===== src/rtl/pwm_regs_mc_if.sv =====
// Decoder-side register bus of the multi-channel PWM register bank.
// read/write are single-cycle strobes with no backpressure; addr and data_write are
// valid during the strobe cycle, and data_read is valid from the edge after a read
// strobe and holds until the next read strobe.
interface pwm_regs_mc_if;
  logic       read;
  logic       write;
  logic [5:0] addr;
  logic [7:0] data_write;
  logic [7:0] data_read;

  modport master (output read, write, addr, data_write, input data_read);
  modport slave  (input read, write, addr, data_write, output data_read);
endinterface


===== src/rtl/pwm_regs_mc.sv =====
// Per-channel register windows (addr[5:4] = channel) for NUM_CH counter+PWM pairs.
// Define PWM_REGS_SHADOW_EN to double-buffer period/compare behind staging registers.
module pwm_regs_mc #(
  parameter int NUM_CH = 2,
  parameter int CNT_W  = 16
) (
  input  logic                    clk,
  input  logic                    rst_n,
  pwm_regs_mc_if.slave            bus,
  input  logic [NUM_CH*CNT_W-1:0] counter_val,
  input  logic [NUM_CH-1:0]       period_evt,
  output logic [NUM_CH*CNT_W-1:0] period,
  output logic [NUM_CH*CNT_W-1:0] compare1,
  output logic [NUM_CH*CNT_W-1:0] compare2,
  output logic [NUM_CH-1:0]       en,
  output logic [NUM_CH-1:0]       count_reset,
  output logic [NUM_CH-1:0]       upnotdown,
  output logic [NUM_CH*8-1:0]     prescale,
  output logic [NUM_CH-1:0]       pwm_en,
  output logic [NUM_CH*8-1:0]     functions,
  output logic                    irq
);

  // Value index 0 = period, 1 = compare1, 2 = compare2.
  localparam int NV = 3;
  localparam logic [3:0] LO_OFF [NV] = '{4'h0, 4'h3, 4'h5};
  localparam logic [3:0] HI_OFF [NV] = '{4'h1, 4'h4, 4'h6};

  logic [CNT_W-1:0] act_q [NUM_CH][NV];
  logic [CNT_W-1:0] act_d [NUM_CH][NV];
`ifdef PWM_REGS_SHADOW_EN
  logic [CNT_W-1:0] stg_q [NUM_CH][NV];
  logic [CNT_W-1:0] stg_d [NUM_CH][NV];
`endif
  logic [NUM_CH-1:0] en_q, en_d, cr_q, cr_d, ud_q, ud_d, pwm_en_q, pwm_en_d;
  logic [7:0]        pre_q [NUM_CH];
  logic [7:0]        pre_d [NUM_CH];
  logic [7:0]        fn_q  [NUM_CH];
  logic [7:0]        fn_d  [NUM_CH];
  logic [1:0]        st_q  [NUM_CH];
  logic [1:0]        st_d  [NUM_CH];
  logic [1:0]        mask_q [NUM_CH];
  logic [1:0]        mask_d [NUM_CH];
  logic [7:0]        data_read_q, data_read_d;

  function automatic logic [CNT_W-1:0] wr_val(input logic [CNT_W-1:0] cur, input logic lo,
                                              input logic hi, input logic [7:0] b);
    logic [CNT_W-1:0] r;
    r = cur;
    if (lo) r[7:0] = b;
    if (hi) r[CNT_W-1:8] = b[CNT_W-9:0];
    return r;
  endfunction

  always_comb begin
    logic             wr_hit;
    logic [3:0]       off;
    logic [1:0]       st_set;
    logic [1:0]       st_clr;
    logic [7:0]       ch_rd;
    logic [CNT_W-1:0] cnt;
    logic [CNT_W-1:0] src [NV];
`ifdef PWM_REGS_SHADOW_EN
    logic             ld;
`endif
    off         = bus.addr[3:0];
    en_d        = en_q;
    cr_d        = '0;
    ud_d        = ud_q;
    pwm_en_d    = pwm_en_q;
    data_read_d = bus.read ? 8'h00 : data_read_q;
    for (int ch = 0; ch < NUM_CH; ch++) begin
      wr_hit     = bus.write && (bus.addr[5:4] == 2'(ch));
      pre_d[ch]  = pre_q[ch];
      fn_d[ch]   = fn_q[ch];
      mask_d[ch] = mask_q[ch];
      st_set     = {1'b0, period_evt[ch]};
      st_clr     = (wr_hit && off == 4'hE) ? bus.data_write[1:0] : 2'b00;
      cnt        = counter_val[ch*CNT_W +: CNT_W];
`ifdef PWM_REGS_SHADOW_EN
      // A load copies the pre-write staging value, so a same-cycle write waits for the next trigger.
      ld        = !en_q[ch] || period_evt[ch] || cr_q[ch];
      st_set[1] = ld && en_q[ch];
`endif
      for (int v = 0; v < NV; v++) begin
`ifdef PWM_REGS_SHADOW_EN
        stg_d[ch][v] = wr_val(stg_q[ch][v], wr_hit && off == LO_OFF[v],
                              wr_hit && off == HI_OFF[v], bus.data_write);
        act_d[ch][v] = ld ? stg_q[ch][v] : act_q[ch][v];
        src[v]       = stg_q[ch][v];
`else
        act_d[ch][v] = wr_val(act_q[ch][v], wr_hit && off == LO_OFF[v],
                              wr_hit && off == HI_OFF[v], bus.data_write);
        src[v]       = act_q[ch][v];
`endif
      end
      st_d[ch] = (st_q[ch] & ~st_clr) | st_set;
      if (wr_hit) begin
        case (off)
          4'h2: en_d[ch]     = bus.data_write[0];
          4'h7: cr_d[ch]     = bus.data_write[0];
          4'hA: pre_d[ch]    = bus.data_write;
          4'hB: ud_d[ch]     = bus.data_write[0];
          4'hC: pwm_en_d[ch] = bus.data_write[0];
          4'hD: fn_d[ch]     = bus.data_write;
          4'hF: mask_d[ch]   = bus.data_write[1:0];
          default: ;
        endcase
      end
      case (off)
        4'h0:    ch_rd = src[0][7:0];
        4'h1:    ch_rd = 8'(src[0] >> 8);
        4'h2:    ch_rd = {7'b0, en_q[ch]};
        4'h3:    ch_rd = src[1][7:0];
        4'h4:    ch_rd = 8'(src[1] >> 8);
        4'h5:    ch_rd = src[2][7:0];
        4'h6:    ch_rd = 8'(src[2] >> 8);
        4'h8:    ch_rd = cnt[7:0];
        4'h9:    ch_rd = 8'(cnt >> 8);
        4'hA:    ch_rd = pre_q[ch];
        4'hB:    ch_rd = {7'b0, ud_q[ch]};
        4'hC:    ch_rd = {7'b0, pwm_en_q[ch]};
        4'hD:    ch_rd = fn_q[ch];
        4'hE:    ch_rd = {6'b0, st_q[ch]};
        4'hF:    ch_rd = {6'b0, mask_q[ch]};
        default: ch_rd = 8'h00;
      endcase
      if (bus.read && bus.addr[5:4] == 2'(ch)) data_read_d = ch_rd;
    end
  end

  always_ff @(posedge clk or negedge rst_n) begin
    if (!rst_n) begin
      for (int ch = 0; ch < NUM_CH; ch++) begin
        for (int v = 0; v < NV; v++) begin
          act_q[ch][v] <= '0;
`ifdef PWM_REGS_SHADOW_EN
          stg_q[ch][v] <= '0;
`endif
        end
        pre_q[ch]  <= '0;
        fn_q[ch]   <= '0;
        st_q[ch]   <= '0;
        mask_q[ch] <= '0;
      end
      en_q        <= '0;
      cr_q        <= '0;
      ud_q        <= '1;
      pwm_en_q    <= '0;
      data_read_q <= '0;
    end else begin
      act_q       <= act_d;
`ifdef PWM_REGS_SHADOW_EN
      stg_q       <= stg_d;
`endif
      pre_q       <= pre_d;
      fn_q        <= fn_d;
      st_q        <= st_d;
      mask_q      <= mask_d;
      en_q        <= en_d;
      cr_q        <= cr_d;
      ud_q        <= ud_d;
      pwm_en_q    <= pwm_en_d;
      data_read_q <= data_read_d;
    end
  end

  for (genvar g = 0; g < NUM_CH; g++) begin : g_out
    assign period[g*CNT_W +: CNT_W]   = act_q[g][0];
    assign compare1[g*CNT_W +: CNT_W] = act_q[g][1];
    assign compare2[g*CNT_W +: CNT_W] = act_q[g][2];
    assign prescale[g*8 +: 8]         = pre_q[g];
    assign functions[g*8 +: 8]        = fn_q[g];
  end

  assign en            = en_q;
  assign count_reset   = cr_q;
  assign upnotdown     = ud_q;
  assign pwm_en        = pwm_en_q;
  assign bus.data_read = data_read_q;

  always_comb begin
    irq = 1'b0;
    for (int ch = 0; ch < NUM_CH; ch++) irq = irq | (|(st_q[ch] & mask_q[ch]));
  end

endmodule


===== src/flat_wrapper.sv =====
// flat-port wrapper written by rule: the top's interface ports become plain ports
module pwm_regs_mc_flat 
#(
  parameter int NUM_CH = 2,
  parameter int CNT_W  = 16
)
  (clk, rst_n, counter_val, period_evt, period, compare1, compare2, en, count_reset, upnotdown, prescale, pwm_en, functions, irq, bus_read, bus_write, bus_addr, bus_data_write, bus_data_read);
  pwm_regs_mc_if bus_i ();
  input  logic clk;
  input  logic rst_n;
  input  logic [NUM_CH*CNT_W-1:0] counter_val;
  input  logic [NUM_CH-1:0] period_evt;
  output logic [NUM_CH*CNT_W-1:0] period;
  output logic [NUM_CH*CNT_W-1:0] compare1;
  output logic [NUM_CH*CNT_W-1:0] compare2;
  output logic [NUM_CH-1:0] en;
  output logic [NUM_CH-1:0] count_reset;
  output logic [NUM_CH-1:0] upnotdown;
  output logic [NUM_CH*8-1:0] prescale;
  output logic [NUM_CH-1:0] pwm_en;
  output logic [NUM_CH*8-1:0] functions;
  output logic irq;
  input wire logic [$bits(bus_i.read)-1:0] bus_read;
  input wire logic [$bits(bus_i.write)-1:0] bus_write;
  input wire logic [$bits(bus_i.addr)-1:0] bus_addr;
  input wire logic [$bits(bus_i.data_write)-1:0] bus_data_write;
  output wire logic [$bits(bus_i.data_read)-1:0] bus_data_read;
  assign bus_i.read = bus_read;
  assign bus_i.write = bus_write;
  assign bus_i.addr = bus_addr;
  assign bus_i.data_write = bus_data_write;
  assign bus_data_read = bus_i.data_read;
  pwm_regs_mc #(.NUM_CH(NUM_CH), .CNT_W(CNT_W)) u_core (.clk(clk), .rst_n(rst_n), .bus(bus_i), .counter_val(counter_val), .period_evt(period_evt), .period(period), .compare1(compare1), .compare2(compare2), .en(en), .count_reset(count_reset), .upnotdown(upnotdown), .prescale(prescale), .pwm_en(pwm_en), .functions(functions), .irq(irq));
endmodule

===== config.mk =====
export PLATFORM = sky130hd
export DESIGN_NAME = pwm_regs_mc_flat
export DESIGN_NICKNAME = d
export VERILOG_FILES = /design/src/rtl/pwm_regs_mc_if.sv /design/src/rtl/pwm_regs_mc.sv /design/src/flat_wrapper.sv
export SDC_FILE = /design/constraint.sdc
export NUM_CORES = 1
export LEC_CHECK = 0
export CELL_PAD_IN_SITES_DETAIL_PLACEMENT = 0
export CELL_PAD_IN_SITES_GLOBAL_PLACEMENT = 1
export CORE_MARGIN = 2
export CORE_UTILIZATION = 35
export CTS_CLUSTER_SIZE = 8
export DETAILED_ROUTE_END_ITERATION = 16
export PLACE_DENSITY = 0.75
export SLEW_MARGIN = 20
export SYNTH_ARGS = -nofsm -noshare
export SYNTH_HDL_FRONTEND = slang
export SYNTH_SLANG_ARGS = --single-unit

===== constraint.sdc =====
create_clock -name clk -period 1.8 [get_ports clk]
set_input_delay 0.27 -clock clk [delete_from_list [all_inputs] [get_ports clk]]
set_output_delay 0.27 -clock clk [all_outputs]
set_load 0.01 [all_outputs]

Word level (Yosys, flattened, before mapping)
Index checks and enable logic that the tools add are counted.

storage, ports and cells
  bits in registers = 152
  bits of input ports = 52
  output and inout bits = 145
  logic and storage cells = 98

operators by class
  equality and inequality tests = 16
  mux-type cells = 10
  bitwise logic cells = 9
  reductions and logical operators = 35

operators by type and width
  operator              number
  $pmux W8 S15          2
  $eq A4 B4 Y1 const B  8
  $mux W8               3
  $reduce_and A2 Y1     12
  $logic_and A1 B1 Y1   18
  $eq A4 B3 Y1 const B  4
  $and A2 B2 Y2         4
  $eq A4 B2 Y1 const B  2
  $eq A4 B1 Y1 const B  1
  $logic_not A4 Y1      1
  $mux W2               2
  $not A2 Y2            2
  $or A2 B1 Y2          2
  $reduce_or A2 Y1      2
  $mux W1               3
  $reduce_bool A3 Y1    1
  $eq A2 B1 Y1 const B  1
  $logic_not A2 Y1      1
  $or A1 B1 Y1          1

Depth between registers and ports, before layout
Gate-level depths: netlist of run 1.

  depth in word-level cells = 7
  depth in mapped cells = 8
  mapped depth without buffers = 5

Least setup slack after synthesis of run 1
Ideal clock, no wire load.

  path type = input -> register
  start point = input port bus_addr[2]
  end point = register u_core.data_read_q[5], in the netlist u_core.bus.data_read[5]
  library setup time = 0.122 ns
  arrival time = 1.551 ns
  path slack = 0.127 ns
  cell stages on the path = 7
  buffers on the path = 3
  cell sequence = buf_6 -> buf_6 -> buf_6 -> mux2_4 -> a311oi_2 -> o221ai_1 -> a32o_1

between the ends
  cells in the longest elaborated chain, start to end = 4

RTL lines
  element                               RTL line            text
  start: declaration                    flat_wrapper.sv:25  input wire logic [$bits(bus_i.addr)-1:0] bus_addr;
  $eq A4 B4 Y1 (tied with other cells)  pwm_regs_mc.sv:110  case (off)
  $pmux W8 S15                          pwm_regs_mc.sv:110
  $mux W8                               pwm_regs_mc.sv:128  if (bus.read && bus.addr[5:4] == 2'(ch)) data_read_d = ch_rd;
  $mux W8 (*)                           pwm_regs_mc.sv:128
  end signal: assignment                pwm_regs_mc.sv:164  data_read_q <= data_read_d;
  end: declaration                      pwm_regs_mc.sv:44   logic [7:0] data_read_q, data_read_d;

Every way passes the cells marked *; elsewhere a longest branch is shown, timed or not.
A chain may end at the register's enable or synchronous reset.

Worst setup path after layout of run 1
  start point = register u_core.act_q (netlist bit u_core.period[13])
  end point = output port period[13]

RTL lines
  element                   RTL line            text
  start: declaration        pwm_regs_mc.sv:29   logic [CNT_W-1:0] act_q [NUM_CH][NV];
  start signal: assignment  pwm_regs_mc.sv:152  act_q <= act_d;
  end: declaration          flat_wrapper.sv:13  output logic [NUM_CH*CNT_W-1:0] period;

No word-level cell between the ends.

==> results of run 1 <==
-- timing repair --
item / CTS / global route
endpoints found under the hold margin: 23 / 0
hold buffers: 1 / 0
resized for setup: 11 / 9
setup buffers: 2 / 3
endpoints found under the setup margin: 96 / 21
pin swaps: 0 / 2
gates cloned: 0 / 0
-- path summary, 6_finish.rpt --
check / startpoint / end / slack, ns / cells past startpoint
max in group asynchronous: rst_n / u_core.upnotdown[1] / 0.86 / 3
worst min-delay path: rst_n / u_core.mask_q[2] / 0.29 / 2
worst min register to register: u_core.functions[15] / u_core.functions[15] / 0.54 / 1
worst max-delay path: u_core.period[13] / period[13] / 0.05 / 1
min in group clk: bus_addr[5] / u_core.count_reset[0] / 0.41 / 4
worst max register to register: u_core.period[10] / u_core.bus.data_read[2] / 0.15 / 5
-- per-layer routing --
metal | vias up | track usage | wire length (um)
met5 | - | 0 | 0
met4 | 0 | 0.0799 | 618
met3 | 42 | 0.0506 | 2050
met2 | 326 | 0.442 | 14700
met1 | 3458 | 0.385 | 13600
li1 | 2930 | - | -
-- cells in the final DEF, fill, tap and decap left out, types with 5 or more instances in the layout --
cell type and n:
a32oi_1 11, o21ai_0 6, dfrtp_1 150, clkbuf_16 17
nor2b_1 9, clkdlybuf4s50_1 185, mux2_2 147, nand3_2 5
mux2i_1 9, nor3_1 5, nand2_1 21, a31oi_1 7
nand3_1 23, and3_1 6, a22oi_1 25, nor2_1 9
nor3b_1 8, and2_1 5, a21oi_1 16, nand2b_1 5
a22o_1 10, buf_4 121, buf_12 16
-- state kept, by name, summed over array words and instances (netlist names) --
| register | flops |
|---|---|
| u_core.bus.data_read | 8 |
| u_core.compare1 | 32 |
| u_core.compare2 | 32 |
| u_core.count_reset | 2 |
| u_core.en | 2 |
| u_core.functions | 16 |
| u_core.mask_q | 4 |
| u_core.period | 32 |
| u_core.prescale | 16 |
| u_core.pwm_en | 2 |
| u_core.st_q | 4 |
| u_core.upnotdown | 2 |
-- final cells by class --
cell class / count / area, um2
Fill cell: 1764 / 9710
Clock buffer: 18 / 429
Clock inverter: 14 / 165
Inverter: 4 / 15.0
Tap cell: 275 / 344
Sequential cell: 152 / 3810
Multi-Input combinational cell: 404 / 3490
Timing Repair Buffer: 335 / 3200
-- cell families after synthesis --
| family | after synthesis |
|---|---|
| muxes | 160 |
| and+or+nand+nor | 117 |
| DFF | 152 |
| AOI/OAI and AO/OA | 127 |
| buffers and inverters | 54 |
-- stage by stage --
stage | utilization | hold slack, ns | TNS, ns
floorplan | - | -0.0256 | 0
global placement | 0.509 | 0.172 | -63.71
detailed placement | 0.509 | 0.175 | -69.39
CTS | 0.539 | 0.286 | 0
global route | 0.541 | 0.313 | 0
finish | 0.541 | 0.295 | 0
-- power by group through the flow --
stage,combinational [mW],clock (mW),sequential [mW]
finish,2.46,3.64,4.32
global route,2.61,3.83,4.36
CTS,2.47,3.68,4.31
detailed placement,2.45,0,4.37
global placement,2.42,0,4.36
floorplan,0.775,0,4.38
==> flow_summary.ini, run 1 <==
[grt]
gr-total-overflow = 0
grt_max_degree = 61
antenna_found_initial = 0
grt_pass1_wl_mm = 45.3
grt_pass1_vias = 7013
grt_usage = 0.276

[floorplan]
initial_utilization = 0.358
ios = 197
fp.dieW_um = 151
num_rows = 53
die_h_um = 151
core_area_um2 = 21200
dieArea_um2 = 22900

[pwr]
netSwitchingFraction = 0.294
leakage_nw = 5.05
power_frac_seq = 0.414
ir_drop_uv = 605
p_comb_frac = 0.236
clkPwrFrac = 0.350
p_sw_mw = 3.07
power.density_nw_per_um2 = 911
total_power_mw = 10.4
p_int_mw = 7.36

[setup_path]
start_kind = flip-flop
crit_family = buffers and inverters
required_ns = 1.53
cpPeakStageDelay_ns = 0.59
path_cells = clkdlybuf4s50_1
slowest_stage = clkdlybuf4s50_1
worstSetupEndpointType = primary output
path_buf_inv = 1
cp_data_arrival_time_ns = 1.48
path_max_fanout = 3
crit_type = reg -> out

[synthesis]
synth_area_per_cell_um2 = 12.4
syn_area_um2 = 7580
synthAdderAreaFrac = 0
synth_compound_area_frac = 0.126
synth_top_family_by_area = multiplexers
yosysMostFrequentCell = dfrtp_1
synth.area.mux_share = 0.238
ys_types = 64
synth-simple-area-share = 0.0911
synthXorXnorAreaFrac = 0
seq_area_frac_synth = 0.502
syn_nets = 662
synth_edf_count = 0
synth_common_cells = 150 x dfrtp_1, 147 x mux2_2, 25 x a22oi_1
netlist_instances = 610
yosys_register_bits = 152
yosysWarnings = 0
synth.top_cell.area_share = 0.495
yosys.area.top_type = dfrtp_1
async_reset_ff_frac = 1.00
synth.area.top_cells = dfrtp_1 50%, mux2_2 22%, a22oi_1 2.5%
synthFlopType = dfrtp_1

[placed_design]
place_congestion = 0.971
place_inst = 1164
place_area_um2 = 10800
dp_slack_ns = -0.945
dp_hpwl_mm = 23.7
io_buffers = 196

[cts]
numClockSinks = 152
htreeDepth = 4
clk_latency_ns = 0.43
tritoncts = built
cts.clk_slew.worst_paths_ns = 0.07
cts_root_buffer = clkbuf_16
cts_buffers = 17
cts_max_path_buffers = 2

[sta]
finalCriticalPeriod_ns = 1.75
setup_viol = 0
worst_slew_pin_slew_ns = 0.765
maxSlewHeadroom = 0.483
rsz0062_at_grt = no
timing.final.ws_setup_ns = 0.0508
final_hold_viol_count = 0
slew_viol_final = 0
maxClockFrequency_mhz = 572
clock-skew-final_ns = 0.0109
fin_crit_sh = 0.972

[min_path]
hp-class = in -> async

[route]
drtPass1Iterations = 5
remaining_drc_errors = 0
drtIter0Drc = 549
wirelength_mm = 31.0
vias_per_cell = 5.62
drtAntennaViolNets = 0
wl_per_cell_um = 25.8
via_count = 6756

[finish]
drive_gt1_frac = 0.373
n_antenna_cell = 0
instances_no_fill = 1202
design_area_um2 = 11400
areaGrowthSynthToFinish_pct = 51.0
fin_nets = 966

[run]
drv_cap = 0

[outcome]
run_status = finished, final reports clean
No activity file was read; power rests on OpenSTA's default activity.
==> inputs of run 2 (changes only) <==
HOLD_SLACK_MARGIN = 0.03   (was not set)
==> results of run 2 <==
The final DEF is identical to that of run 1; final timing and power are the same.
==> inputs of run 3 (changes only) <==
ABC_AREA = 1   (was not set)
PLACE_DENSITY = 0.82   (was 0.75)
==> flow_summary.ini, run 3 <==
[route]
via_count = 7228
wirelength_mm = 27.9
drtIter0Drc = 683
remaining_drc_errors = 0
drtAntennaViolNets = 0
drtPass1Iterations = 6
vias_per_cell = 5.02
wl_per_cell_um = 19.4

[finish]
nFillCells = 1858
final_common_cell = nand2_1
drive_gt1_frac = 0.123
final_util = 0.532
areaGrowthSynthToFinish_pct = 50.5
fin_nets = 1210
final_cell_mix = 394 x nand2_1, 191 x clkdlybuf4s50_1, 149 x dfrtp_1
register_area_um2 = 3810
n_antenna_cell = 0
multiInputGateArea_um2 = 2950

[sta]
maxSlewHeadroom = 0.515
finalCriticalPeriod_ns = 1.75
fin_crit_sh = 0.972
final_hold_viol_count = 0
worst_slew_pin_slew_ns = 0.727
rsz0062_at_grt = no
clock-skew-final_ns = 0.00934
timing.final.ws_setup_ns = 0.0499
setup_viol = 0
fin_hold_ws_ns = 0.255
setup_tns_ns = 0
slew_viol_final = 0
maxClockFrequency_mhz = 571

[placed_design]
dp_slack_ns = -0.439
io_buffers = 196
place_congestion = 0.924
dp_hpwl_mm = 20.9

[floorplan]
die_h_um = 147
ios = 197
num_rows = 52
fp.dieW_um = 147
initial_utilization = 0.354
core_area_um2 = 20100
dieArea_um2 = 21500

[cts]
cts_buffers = 17
clk_latency_ns = 0.44
htreeDepth = 4
tritoncts = built
numClockSinks = 152
cts.clk_slew.worst_paths_ns = 0.06
cts_root_buffer = clkbuf_16
cts_max_path_buffers = 2

[synthesis]
synth.top_cell.area_share = 0.528
syn_nets = 950
synth_area_per_cell_um2 = 7.92
async_reset_ff_frac = 1.00
synth_common_cells = 397 x nand2_1, 150 x dfrtp_1, 128 x o21ai_0
syn_area_um2 = 7110
yosysMostFrequentCell = nand2_1
synthFlopType = dfrtp_1
ys_types = 27
yosys_register_bits = 152
netlist_instances = 898
yosysWarnings = 0
synth_edf_count = 0
yosys.area.top_type = dfrtp_1
synth.area.top_cells = dfrtp_1 53%, nand2_1 21%, o21ai_0 9.0%
seq_area_frac_synth = 0.535

[pwr]
leakage_nw = 5.04
ir_drop_uv = 652
power.density_nw_per_um2 = 981

[grt]
antenna_found_initial = 1
grt_pass1_vias = 6987
grt_pass1_wl_mm = 42.4
grt_usage = 0.265
grt_max_degree = 55
gr-total-overflow = 0

[setup_path]
cp_data_arrival_time_ns = 1.48
r2r_start = u_core.functions[0]
path_cells = clkdlybuf4s50_1
slowest_stage = clkdlybuf4s50_1
path_buf_inv = 1
required_ns = 1.53
cp.depth = 1
start_kind = flip-flop
crit_family = buffers and inverters
cpPeakStageDelay_ns = 0.58
path_max_fanout = 3
worstSetupEndpointType = primary output
rr_worst_depth = 8
r2r-end = u_core.bus.data_read[0]
crit_type = reg -> out
rrSetupSlack_ns = 0.58

[run]
drv_cap = 0

[outcome]
run_status = finished, final reports clean

[min_path]
hp-class = in -> async
[run 3: changes by cell type after synthesis, sizes merged, moves of 25 or more]
cell | before | now
a22oi | 25 | 0
inv | 3 | 38
mux2 | 150 | 0
nand2 | 22 | 404
nor2 | 12 | 53
o21ai | 7 | 146
[run 3: worst max-delay path by stage]
stage               slack (ns)           startpoint                      end
floorplan                 0.48          bus_addr[2]         u_core.period[2]
global placement         -0.44          bus_addr[3]  u_core.bus.data_read[2]
detailed placement       -0.44          bus_addr[3]  u_core.bus.data_read[7]
CTS                      0.008          bus_addr[3]  u_core.bus.data_read[2]
global route             0.005          bus_addr[3]  u_core.bus.data_read[4]
finish                    0.05  u_core.functions[0]             functions[0]
[run 3: layout make-up]
cell class	count	share of cell area
inverters	40	0.0141
multi-input cells	669	0.276
clock inverters	13	0.0201
well taps	270	0.0316
flip-flops and latches	152	0.356
clock buffers	19	0.0414
repair buffers	278	0.261
[run 3: metal layers]
| metal | wire length, um | part of all wire | global-route usage | up-vias |
|---|---|---|---|---|
| met2 | 12600 | 0.45 | 0.409 | 344 |
| met4 | 599 | 0.021 | 0.0811 | 2 |
| li1 | - | - | - | 3417 |
| met5 | 9 | 0.00032 | 0 | - |
| met1 | 12400 | 0.45 | 0.377 | 3430 |
| met3 | 2250 | 0.081 | 0.0553 | 35 |
[run 3: cells by family (layout without fill, tap and decap cells)]
kind of cell,after synthesis,in the layout,synth area share
buf+inv,77,350,0.0510
flops,152,152,0.535
compound gates,160,160,0.114
simple gates,509,509,0.300
[run 3: per-stage QoR]
stage / instance area, um2 / cells / power [mW]
2_1_floorplan: 7110 / 898 / 4.95
3_3_place_gp: 10000 / 1408 / 6.48
3_5_place_dp: 10000 / 1408 / 6.51
4_1_cts: 10700 / 1441 / 10.5
5_1_grt: 10700 / 1441 / 10.9
6_report: 10700 / 1441 / 10.5
[run 3: what timing repair did]
item                                    CTS  global route
hold endpoints to repair                121             0
gates cloned                              0             0
resized for setup                         3             9
endpoints found under the setup margin    3             9
hold buffers                              1             0
buffers inserted                          0             0
[run 3: power by group]
group / internal [mW] / switching, mW / leakage, nW / total [mW]
clock network: 2.51 / 1.53 / 0.307 / 4.05
logic: 1.14 / 0.981 / 2.74 / 2.12
registers: 3.86 / 0.464 / 2.00 / 4.33
